**src/rtl/sram_port_arbiter_if.sv**
```systemverilog
// rtl/sram_port_arbiter_if.sv - requester and SRAM-side signal bundle for the SRAM port arbiter
interface sram_port_arbiter_if #(
    parameter int DATA_WIDTH = 8,
    parameter int ADDR_WIDTH = 9
);
    logic                  lock;

    logic                  ld_req;
    logic                  ld_we;
    logic [ADDR_WIDTH-1:0] ld_a;
    logic [DATA_WIDTH-1:0] ld_d;
    logic                  ld_gnt;
    logic                  ld_rvalid;
    logic [DATA_WIDTH-1:0] ld_q;

    logic                  cpu_req;
    logic                  cpu_we;
    logic [ADDR_WIDTH-1:0] cpu_a;
    logic [DATA_WIDTH-1:0] cpu_d;
    logic                  cpu_gnt;
    logic                  cpu_rvalid;
    logic [DATA_WIDTH-1:0] cpu_q;

    logic                  sram_cen;
    logic                  sram_wen;
    logic [ADDR_WIDTH-1:0] sram_a;
    logic [DATA_WIDTH-1:0] sram_d;
    logic [DATA_WIDTH-1:0] sram_q;

    logic                  busy;

    // Arbiter side
    modport slave (
        input  lock,
        input  ld_req, ld_we, ld_a, ld_d,
        output ld_gnt, ld_rvalid, ld_q,
        input  cpu_req, cpu_we, cpu_a, cpu_d,
        output cpu_gnt, cpu_rvalid, cpu_q,
        output sram_cen, sram_wen, sram_a, sram_d,
        input  sram_q,
        output busy
    );

    // Requesters plus SRAM macro side
    modport master (
        output lock,
        output ld_req, ld_we, ld_a, ld_d,
        input  ld_gnt, ld_rvalid, ld_q,
        output cpu_req, cpu_we, cpu_a, cpu_d,
        input  cpu_gnt, cpu_rvalid, cpu_q,
        input  sram_cen, sram_wen, sram_a, sram_d,
        output sram_q,
        input  busy
    );
endinterface

```
**src/rtl/sram_port_arbiter.sv**
```systemverilog
// rtl/sram_port_arbiter.sv - registered loader/CPU arbiter for the single-port program/data SRAM
module sram_port_arbiter #(
    parameter int DATA_WIDTH = 8,
    parameter int ADDR_WIDTH = 9,
    parameter int MAX_HOLD   = 4
) (
    input  logic                 clk,
    input  logic                 rst_n,
    sram_port_arbiter_if.slave   bus
);
    localparam logic [3:0] HOLD_MAX = 4'(MAX_HOLD);

    typedef enum logic [1:0] {
        IDLE,
        ACC_LD,
        ACC_CPU
    } state_t;

    state_t                state;
    state_t                state_nxt;
    logic [3:0]            hold_cnt;
    logic [3:0]            hold_cnt_nxt;
    logic [ADDR_WIDTH-1:0] sram_a_q;
    logic [ADDR_WIDTH-1:0] sram_a_nxt;
    logic [DATA_WIDTH-1:0] sram_d_q;
    logic [DATA_WIDTH-1:0] sram_d_nxt;
    logic                  sram_wen_q;
    logic                  sram_wen_nxt;
    logic                  ld_rvalid_q;
    logic                  cpu_rvalid_q;
    logic                  ld_win;
    logic                  cpu_win;

    always_comb begin
        state_nxt    = IDLE;
        sram_wen_nxt = 1'b1;
        sram_a_nxt   = sram_a_q;
        sram_d_nxt   = sram_d_q;
        hold_cnt_nxt = 4'd0;

        // Loader keeps priority until it has been granted MAX_HOLD times over a waiting CPU
        ld_win  = bus.ld_req && (bus.lock || !bus.cpu_req || (hold_cnt != HOLD_MAX));
        cpu_win = bus.cpu_req && !bus.lock && !ld_win;

        if (ld_win) begin
            state_nxt    = ACC_LD;
            sram_wen_nxt = !bus.ld_we;
            sram_a_nxt   = bus.ld_a;
            sram_d_nxt   = bus.ld_d;
        end else if (cpu_win) begin
            state_nxt    = ACC_CPU;
            sram_wen_nxt = !bus.cpu_we;
            sram_a_nxt   = bus.cpu_a;
            sram_d_nxt   = bus.cpu_d;
        end

        // Only a loader win over a waiting, unlocked CPU advances the count; all else clears it
        if (ld_win && bus.cpu_req && !bus.lock) begin
            hold_cnt_nxt = (hold_cnt >= HOLD_MAX) ? HOLD_MAX : hold_cnt + 4'd1;
        end
    end

    always_ff @(posedge clk or negedge rst_n) begin
        if (!rst_n) begin
            state        <= IDLE;
            hold_cnt     <= 4'd0;
            sram_a_q     <= '0;
            sram_d_q     <= '0;
            sram_wen_q   <= 1'b1;
            ld_rvalid_q  <= 1'b0;
            cpu_rvalid_q <= 1'b0;
        end else begin
            state        <= state_nxt;
            hold_cnt     <= hold_cnt_nxt;
            sram_a_q     <= sram_a_nxt;
            sram_d_q     <= sram_d_nxt;
            sram_wen_q   <= sram_wen_nxt;
            ld_rvalid_q  <= (state == ACC_LD) && sram_wen_q;
            cpu_rvalid_q <= (state == ACC_CPU) && sram_wen_q;
        end
    end

    assign bus.sram_cen   = (state == IDLE);
    assign bus.sram_wen   = sram_wen_q;
    assign bus.sram_a     = sram_a_q;
    assign bus.sram_d     = sram_d_q;

    assign bus.ld_gnt     = (state == ACC_LD);
    assign bus.cpu_gnt    = (state == ACC_CPU);
    assign bus.ld_rvalid  = ld_rvalid_q;
    assign bus.cpu_rvalid = cpu_rvalid_q;
    // The macro output is only meaningful in the cycle after a read, which is when RVALID is set
    assign bus.ld_q       = bus.sram_q;
    assign bus.cpu_q      = bus.sram_q;

    assign bus.busy       = (state != IDLE) || ld_rvalid_q || cpu_rvalid_q;
endmodule
```
**src/flat_wrapper.sv**
```systemverilog
// flat-port wrapper written by rule: the top's interface ports become plain ports
module sram_port_arbiter_flat 
#(
    parameter int DATA_WIDTH = 8,
    parameter int ADDR_WIDTH = 9,
    parameter int MAX_HOLD   = 4
)
  (clk, rst_n, bus_lock, bus_ld_req, bus_ld_we, bus_ld_a, bus_ld_d, bus_ld_gnt, bus_ld_rvalid, bus_ld_q, bus_cpu_req, bus_cpu_we, bus_cpu_a, bus_cpu_d, bus_cpu_gnt, bus_cpu_rvalid, bus_cpu_q, bus_sram_cen, bus_sram_wen, bus_sram_a, bus_sram_d, bus_sram_q, bus_busy);
  sram_port_arbiter_if #(.DATA_WIDTH(DATA_WIDTH), .ADDR_WIDTH(ADDR_WIDTH)) bus_i ();
  input  logic clk;
  input  logic rst_n;
  input wire logic [$bits(bus_i.lock)-1:0] bus_lock;
  input wire logic [$bits(bus_i.ld_req)-1:0] bus_ld_req;
  input wire logic [$bits(bus_i.ld_we)-1:0] bus_ld_we;
  input wire logic [$bits(bus_i.ld_a)-1:0] bus_ld_a;
  input wire logic [$bits(bus_i.ld_d)-1:0] bus_ld_d;
  output wire logic [$bits(bus_i.ld_gnt)-1:0] bus_ld_gnt;
  output wire logic [$bits(bus_i.ld_rvalid)-1:0] bus_ld_rvalid;
  output wire logic [$bits(bus_i.ld_q)-1:0] bus_ld_q;
  input wire logic [$bits(bus_i.cpu_req)-1:0] bus_cpu_req;
  input wire logic [$bits(bus_i.cpu_we)-1:0] bus_cpu_we;
  input wire logic [$bits(bus_i.cpu_a)-1:0] bus_cpu_a;
  input wire logic [$bits(bus_i.cpu_d)-1:0] bus_cpu_d;
  output wire logic [$bits(bus_i.cpu_gnt)-1:0] bus_cpu_gnt;
  output wire logic [$bits(bus_i.cpu_rvalid)-1:0] bus_cpu_rvalid;
  output wire logic [$bits(bus_i.cpu_q)-1:0] bus_cpu_q;
  output wire logic [$bits(bus_i.sram_cen)-1:0] bus_sram_cen;
  output wire logic [$bits(bus_i.sram_wen)-1:0] bus_sram_wen;
  output wire logic [$bits(bus_i.sram_a)-1:0] bus_sram_a;
  output wire logic [$bits(bus_i.sram_d)-1:0] bus_sram_d;
  input wire logic [$bits(bus_i.sram_q)-1:0] bus_sram_q;
  output wire logic [$bits(bus_i.busy)-1:0] bus_busy;
  assign bus_i.lock = bus_lock;
  assign bus_i.ld_req = bus_ld_req;
  assign bus_i.ld_we = bus_ld_we;
  assign bus_i.ld_a = bus_ld_a;
  assign bus_i.ld_d = bus_ld_d;
  assign bus_ld_gnt = bus_i.ld_gnt;
  assign bus_ld_rvalid = bus_i.ld_rvalid;
  assign bus_ld_q = bus_i.ld_q;
  assign bus_i.cpu_req = bus_cpu_req;
  assign bus_i.cpu_we = bus_cpu_we;
  assign bus_i.cpu_a = bus_cpu_a;
  assign bus_i.cpu_d = bus_cpu_d;
  assign bus_cpu_gnt = bus_i.cpu_gnt;
  assign bus_cpu_rvalid = bus_i.cpu_rvalid;
  assign bus_cpu_q = bus_i.cpu_q;
  assign bus_sram_cen = bus_i.sram_cen;
  assign bus_sram_wen = bus_i.sram_wen;
  assign bus_sram_a = bus_i.sram_a;
  assign bus_sram_d = bus_i.sram_d;
  assign bus_i.sram_q = bus_sram_q;
  assign bus_busy = bus_i.busy;
  sram_port_arbiter #(.DATA_WIDTH(DATA_WIDTH), .ADDR_WIDTH(ADDR_WIDTH), .MAX_HOLD(MAX_HOLD)) u_core (.clk(clk), .rst_n(rst_n), .bus(bus_i));
endmodule
```
**config.mk**
```make
export PLATFORM = sky130hd
export DESIGN_NAME = sram_port_arbiter_flat
export DESIGN_NICKNAME = d
export VERILOG_FILES = /design/src/rtl/sram_port_arbiter_if.sv /design/src/rtl/sram_port_arbiter.sv /design/src/flat_wrapper.sv
export SDC_FILE = /design/constraint.sdc
export NUM_CORES = 1
export LEC_CHECK = 0
export ABC_AREA = 1
export BUFFER_PORTS_ARGS = -buffer_cell sky130_fd_sc_hd__buf_2
export CORE_UTILIZATION = 25
export DETAILED_ROUTE_END_ITERATION = 8
export SLEW_MARGIN = 15
export SYNTH_ARGS = -nofsm -noshare
export SYNTH_HDL_FRONTEND = slang
export SYNTH_SLANG_ARGS = --single-unit
```
**constraint.sdc**
```tcl
create_clock -name clk -period 1.82 [get_ports clk]
set_clock_uncertainty 0.2 [all_clocks]
set_input_delay 0.182 -clock clk [delete_from_list [all_inputs] [get_ports clk]]
set_output_delay 0.182 -clock clk [all_outputs]
set_load 0.01 [all_outputs]
```
==> results of run 1 <==
-- sequential cells by signal (all words and copies together), names as in the netlist --
name	cells
u_core.bus.sram_a	9
u_core.bus.sram_d	8
u_core.hold_cnt	4
u_core.state	2
u_core.bus.cpu_rvalid	1
u_core.bus.ld_rvalid	1
u_core.bus.sram_wen	1
-- power groups by stage --
stage | clock network (mW) | logic [mW] | registers, mW
floorplan | 0 | 0.129 | 0.684
global placement | 0 | 0.241 | 0.665
detailed placement | 0 | 0.243 | 0.664
CTS | 0.360 | 0.303 | 0.654
global route | 0.376 | 0.336 | 0.661
finish | 0.345 | 0.300 | 0.653
-- routing by layer --
metal | track usage, % | vias up | share of wire (%)
met5 | 0 | - | 0
met3 | 3.35 | 4 | 6.8
met1 | 16.3 | 598 | 43
met4 | 3.35 | 0 | 0.85
met2 | 24.2 | 58 | 49
li1 | - | 670 | -
-- worst max-delay path: stages --
cell and delay [ns]:
sky130_fd_sc_hd__dlygate4sd3_1 0.52, sky130_fd_sc_hd__buf_2 0.12, sky130_fd_sc_hd__nor2_2 0.17, sky130_fd_sc_hd__inv_2 0.07
sky130_fd_sc_hd__a21oi_4 0.20, sky130_fd_sc_hd__buf_4 0.18, sky130_fd_sc_hd__nand2_1 0.05, sky130_fd_sc_hd__nand3_1 0.07
-- placed cells by master, fill, tap and decap left out, drive strengths merged --
cell type | Yosys | layout
ha | 2 | 2
dlygate4sd3 | 0 | 37
buf | 22 | 70
nor3 | 6 | 6
dfstp | 1 | 1
conb | 1 | 1
o21ai | 1 | 1
nand2 | 24 | 24
clkbuf | 1 | 4
dfrtp | 25 | 25
inv | 13 | 13
nand3 | 53 | 53
a21oi | 1 | 1
nor2 | 6 | 6
-- what timing repair did --
| action | 4_1_cts | 5_1_grt |
|---|---|---|
| setup endpoints to repair | 0 | 0 |
| hold endpoints to repair | 44 | 0 |
| hold buffers | 37 | 0 |
-- kinds of logic (layout without fill, tap and decap cells) --
family,Yosys count,in the layout
buffers and inverters,36,124
adder cells (fa/ha/maj),2,2
other,1,1
flip-flops,26,26
AO/OA/AOI/OAI,2,2
AND/OR/NAND/NOR,89,89
-- Yosys cell counts --
cell type,n,area [µm²]
sky130_fd_sc_hd__nand3_1,52,260
sky130_fd_sc_hd__dfrtp_1,25,626
sky130_fd_sc_hd__nand2_1,24,90.1
sky130_fd_sc_hd__buf_4,17,128
sky130_fd_sc_hd__inv_1,11,41.3
sky130_fd_sc_hd__nor3_1,6,30.0
sky130_fd_sc_hd__nor2_1,5,18.8
sky130_fd_sc_hd__buf_2,4,20.0
sky130_fd_sc_hd__ha_1,2,25.0
sky130_fd_sc_hd__inv_2,2,7.51
sky130_fd_sc_hd__a21oi_4,1,16.3
sky130_fd_sc_hd__buf_6,1,11.3
sky130_fd_sc_hd__clkbuf_1,1,3.75
sky130_fd_sc_hd__conb_1,1,3.75
sky130_fd_sc_hd__dfstp_2,1,26.3
sky130_fd_sc_hd__nand3_2,1,10.0
sky130_fd_sc_hd__nor2_2,1,6.26
sky130_fd_sc_hd__o21ai_0,1,5.00
-- worst min-delay path by stage --
stage | from | endpoint | slack (ns) | cells past startpoint
after global placement | rst_n | u_core.bus.ld_rvalid | 0.03 | 1
after global routing | bus_cpu_we | u_core.bus.sram_wen | 0.04 | 4
final | bus_cpu_we | u_core.bus.sram_wen | 0.02 | 4
after floorplan | rst_n | u_core.bus.cpu_rvalid | -0.31 | 0
after detailed placement | rst_n | u_core.state[0] | 0.03 | 1
after CTS | bus_cpu_we | u_core.bus.sram_wen | 0.02 | 4
-- stage by stage --
step | setup slack (ns) | std cells
finish | 0.271 | 314
global placement | 0.348 | 273
CTS | 0.272 | 314
global route | 0.166 | 314
detailed placement | 0.303 | 273
floorplan | 0.353 | 156
-- final cells by class --
type	instances	area, µm²	area share [%]
Timing Repair Buffer	107	748	36.6
Inverter	13	48.8	2.38
Tap cell	70	87.6	4.28
Multi-Input combinational cell	94	465	22.7
Sequential cell	26	652	31.8
Clock buffer	4	45.0	2.20
==> run metrics, run 1 <==
Rel. slew slack 61.1%; count of antenna-violating nets left after detailed routing 0; final WL ~3700 µm; HPWL Detailed roughly 2300 µm; count of fill cells added during filler insertion between 500 and 600; worst reg-to-reg path cell count 7; Synth Area in Compound Gates 1.60%; number of global-route vias before repair 1246; via count 1330; post-synthesis share of cell area spent on and, or, nand and nor gates 31.3%; count of final setup violators 0; Crit Path Max Fanout 5; post-route minimum period 1.55 ns; initial antenna violation count 0; last weighted congestion value of the routability-driven placer 0.638; syn nets 207; path type of the worst min-delay path in2reg; nature of the critical path endpoint flop; Fmax achieved 645 MHz; iteration-0 DRC count of the detailed router 52; total CTS buffers 3; utilization after layout 40.1%; Die W ~75 µm; I/O pins 89; Worst-path clk slew 0.09 ns; worst ir drop on vdd 0.000325 V; combined area of all synthesized cells 1330 µm²; outcome completed; final worst path period share 85.1%; Least-Margin Pin Slew 0.584 ns; core footprint 5110 µm²; number of slew-limit violations in the final report 0; layout overhead on the synthesized area 54.0%; xor and xnor fraction of the mapped netlist area 0%; dominant combinational cell family by area after synthesis simple AND/OR/NAND/NOR gates; clock buffer depth 2; gate count after technology mapping roughly 160; Total Neg Setup Slack 0 ns; clk sinks 26; post-route standard cell area excluding fillers 2050 µm²; number of setup buffers added after CTS 0; maximum number of pins on one net before global-route repair 27; overall die area 5610 µm²; Vias/cell 4.24; GR Util All Layers 13.6%; Lkg Pwr 1.05 nW; worst reg2reg setup slack slightly below 0.3 ns; Final Hold Violating Endpoints 0; post-synthesis sequential area ratio 49.1%; portion of total power attributed to the clock network 26.6%; final net count 296; average routed wire per standard cell 11.7 µm; TritonCTS clock tree done; global-route wire length before repair around 5700 µm; vertical die dimension 74.9 µm; combinational power share 23.1%; CTS H-tree lvls 1; multiplexer share of the synthesized area 0%; CTS resizes 0; flip-flop and latch count after synthesis 26; unrepaired setup endpoints after global routing false; critical path endpoint u_core.bus.sram_d[5]; beginning of the critical path bus_lock; worst endpoint data arrival time 1.56 ns; DRC viols 0; Antenna Diode Count 0; Site Rows 26; switching part of the total power 27.5%; fraction of the mapped netlist area in adder cells 1.88%; initial core utilization 26.0%; residual overflow from global routing 0; first-pass detailed-route iteration total 4; sum of internal, switching and leakage power ~1.3 mW; required arrival time at the worst endpoint 1.83 ns; worst hold slack after final layout 0.0178 ns; Skew-Pair Late Insertion Delay roughly 0.27 ns; category of the critical setup timing path in2reg; fraction of final layout cells with drive strength greater than 1 approximately 32%; startpoint of the most critical register-to-register path u_core.hold_cnt[0]; Switching Power 357 µW; synth unique cells 18; Worst Setup Start Kind primary input; PD cells 635 nW/µm²; max-cap viol count 0; warning count from the yosys run 0; part of the total power dissipated in sequential elements between 50% and 60%; number of I/O port buffers 64; root cell of the clock tree sky130_fd_sc_hd__clkbuf_8; end of the worst register-to-register path u_core.bus.sram_d[5]; Int Pwr 942 µW; post-detailed-placement cell area 1630 µm²; syn_area_per_cell 8.52 µm²
No activity file was read; power rests on OpenSTA's default activity.
==> run 2: changes to the inputs <==
RECOVER_POWER = 25   (was unset)
==> run 2 against run 1 <==
  * Via count unchanged
  * Flip-flop and latch count unchanged
  * Register-to-register slack about the same
  * Maximum frequency unchanged
  * Power about the same
  * Critical path type unchanged
==> run metrics, run 2 (synthesized netlist as in run 1, its figures left out) <==
outcome completed (unchanged); number of global-route vias before repair 1246 (unchanged); path type of the worst min-delay path in2reg (unchanged); clock buffer depth 2 (unchanged); largest stage delay on the critical path 0.52 ns (about the same); Lkg Pwr 1.05 nW (about the same); initial antenna violation count 0 (unchanged); iteration-0 DRC count of the detailed router 52 (unchanged); required arrival time at the worst endpoint 1.83 ns (about the same); most used routing layer met2 (unchanged); Vias/cell 4.24 (unchanged); category of the critical setup timing path in2reg (unchanged); post-route minimum period 1.55 ns (unchanged); vertical die dimension 74.9 µm (unchanged); number of slew-limit violations in the final report 0 (unchanged); met1 routing resource usage after global routing 16.3% (unchanged); cell with the largest stage delay on the worst path sky130_fd_sc_hd__dlygate4sd3_1 (unchanged); beginning of the critical path bus_lock (unchanged); number of flip-flops under the largest register name 9 (unchanged); average routed wire per standard cell 11.7 µm (about the same); global-route wire length before repair 5720 µm (unchanged); final WL 3670 µm (about the same); total CTS buffers 3 (unchanged); worst reg2reg setup slack 0.29 ns (about the same); final cell count without fillers 314 (unchanged); GR Layer Usage met3 3.35% (unchanged); clk sinks 26 (unchanged); utilization after layout 40.1% (unchanged); Least-Margin Pin Slew 0.650 ns (was 0.584 ns); CTS H-tree lvls 1 (unchanged); top library cells by usage in the layout, fill and taps aside sky130_fd_sc_hd__buf_2 (63), sky130_fd_sc_hd__nand3_1 (52), sky130_fd_sc_hd__dlygate4sd3_1 (37), sky130_fd_sc_hd__dfrtp_1 (25), sky130_fd_sc_hd__nand2_1 (24) (was sky130_fd_sc_hd__buf_2 (64), sky130_fd_sc_hd__nand3_1 (52), sky130_fd_sc_hd__dlygate4sd3_1 (37), sky130_fd_sc_hd__dfrtp_1 (25), sky130_fd_sc_hd__nand2_1 (24)); Fmax achieved 645 MHz (unchanged); PD cells 635 nW/µm² (about the same); worst reg-to-reg path cell count 7 (unchanged); final worst path period share 85.1% (unchanged); Worst-path clk slew 0.09 ns (about the same); Antenna Diode Count 0 (unchanged); least setup slack across all paths after layout 0.271 ns (unchanged); startpoint of the most critical register-to-register path u_core.hold_cnt[0] (unchanged); overall die area 5610 µm² (unchanged); CP cell instances dlygate4sd3_1, buf_2, nor2_2, inv_2, a21oi_4, buf_4, nand2_1, nand3_1 (unchanged); worst endpoint data arrival time 1.56 ns (about the same); HPWL Detailed 2330 µm (unchanged); dpl cells 273 (unchanged); TritonCTS clock tree done (unchanged); nature of the critical path endpoint flop (unchanged); Final Hold Violating Endpoints 0 (unchanged); I/O pins 89 (unchanged); Worst Setup Start Kind primary input (unchanged); core footprint 5110 µm² (unchanged); Total Neg Setup Slack 0 ns (unchanged); count of final setup violators 0 (unchanged); max-cap viol count 0 (unchanged); end of the worst register-to-register path u_core.bus.sram_d[5] (unchanged); root cell of the clock tree sky130_fd_sc_hd__clkbuf_8 (unchanged); sum of internal, switching and leakage power 1.30 mW (about the same); final net count 296 (unchanged); unrepaired setup endpoints after global routing false (unchanged); Skew-Pair Late Insertion Delay 0.27 ns (about the same); critical path endpoint u_core.bus.sram_d[5] (unchanged); worst ir drop on vdd 0.000325 V (about the same); Die W 74.9 µm (unchanged); Rel. slew slack 56.7% (was 61.1%); initial core utilization 26.0% (unchanged); first-pass detailed-route iteration total 4 (unchanged); via count 1330 (unchanged); GR Util All Layers 13.6% (unchanged); Crit Path Max Fanout 5 (unchanged); maximum number of pins on one net before global-route repair 27 (unchanged); Site Rows 26 (unchanged); worst slack after detailed placement 0.303 ns (unchanged); residual overflow from global routing 0 (unchanged); count of antenna-violating nets left after detailed routing 0 (unchanged); layout overhead on the synthesized area 54.0% (unchanged); fraction of final layout cells with drive strength greater than 1 32.4% (unchanged); DRC viols 0 (unchanged); most frequent standard cell in the layout excluding fill and tap cells sky130_fd_sc_hd__buf_2 (unchanged); number of I/O port buffers 64 (unchanged); last weighted congestion value of the routability-driven placer 0.638 (unchanged); GR met2 Demand/Resource 24.2% (unchanged)
## run 2: cell count changes in the layout (fill, tap and decap cells not counted)
cell,previous run,this run
sky130_fd_sc_hd__buf_2,64,63
sky130_fd_sc_hd__clkbuf_2,0,1
## run 2: layout make-up
type                            instances  area, µm²
Multi-Input combinational cell         94        465
Tap cell                               70       87.6
Fill cell                             517       3060
Clock buffer                            4       45.0
Inverter                               13       48.8
Timing Repair Buffer                  107        748
Sequential cell                        26        652
## run 2: worst min path at each step
stage,start,to,slack [ns],cells past startpoint
floorplan,rst_n,u_core.bus.cpu_rvalid,-0.31,0
global placement,rst_n,u_core.bus.ld_rvalid,0.03,1
detailed placement,rst_n,u_core.state[0],0.03,1
CTS,bus_cpu_we,u_core.bus.sram_wen,0.02,4
global route,bus_cpu_we,u_core.bus.sram_wen,0.04,4
finish,bus_cpu_we,u_core.bus.sram_wen,0.02,4
## run 2: power breakdown
group / leakage, nW / internal, mW / switching (mW) / total (mW)
Clock: 0.0228 / 0.157 / 0.188 / 0.345
Sequential: 0.322 / 0.626 / 0.0274 / 0.653
Combinational: 0.702 / 0.159 / 0.141 / 0.300
Total: 1.05 / 0.942 / 0.357 / 1.30
## run 2: what timing repair did
| item | in CTS | in global routing |
|---|---|---|
| resized for setup | 0 | 0 |
| endpoints found under the setup margin | 0 | 0 |
| hold endpoints to repair | 44 | 0 |
| hold buffers | 37 | 0 |
| setup buffers | 0 | 0 |
## run 2: worst max-delay path: cells and delay by family
family,cells,cell delay [ns]
buf+inv,4,0.89
simple gates,3,0.29
compound gates,1,0.20
## run 2: stage by stage
step / instance area (µm²) / hold slack [ns]
final: 2050 / 0.0178
after global routing: 2050 / 0.0410
after CTS: 2050 / 0.0214
after detailed placement: 1630 / 0.0296
after global placement: 1630 / 0.0254
after floorplan: 1330 / -0.314
## run 2: layer usage
metal | routed length [µm] | vias to the layer above
met3 | 250 | 4
met5 | 0 | -
met4 | 31 | 0
met1 | 1590 | 598
li1 | - | 670
met2 | 1790 | 58
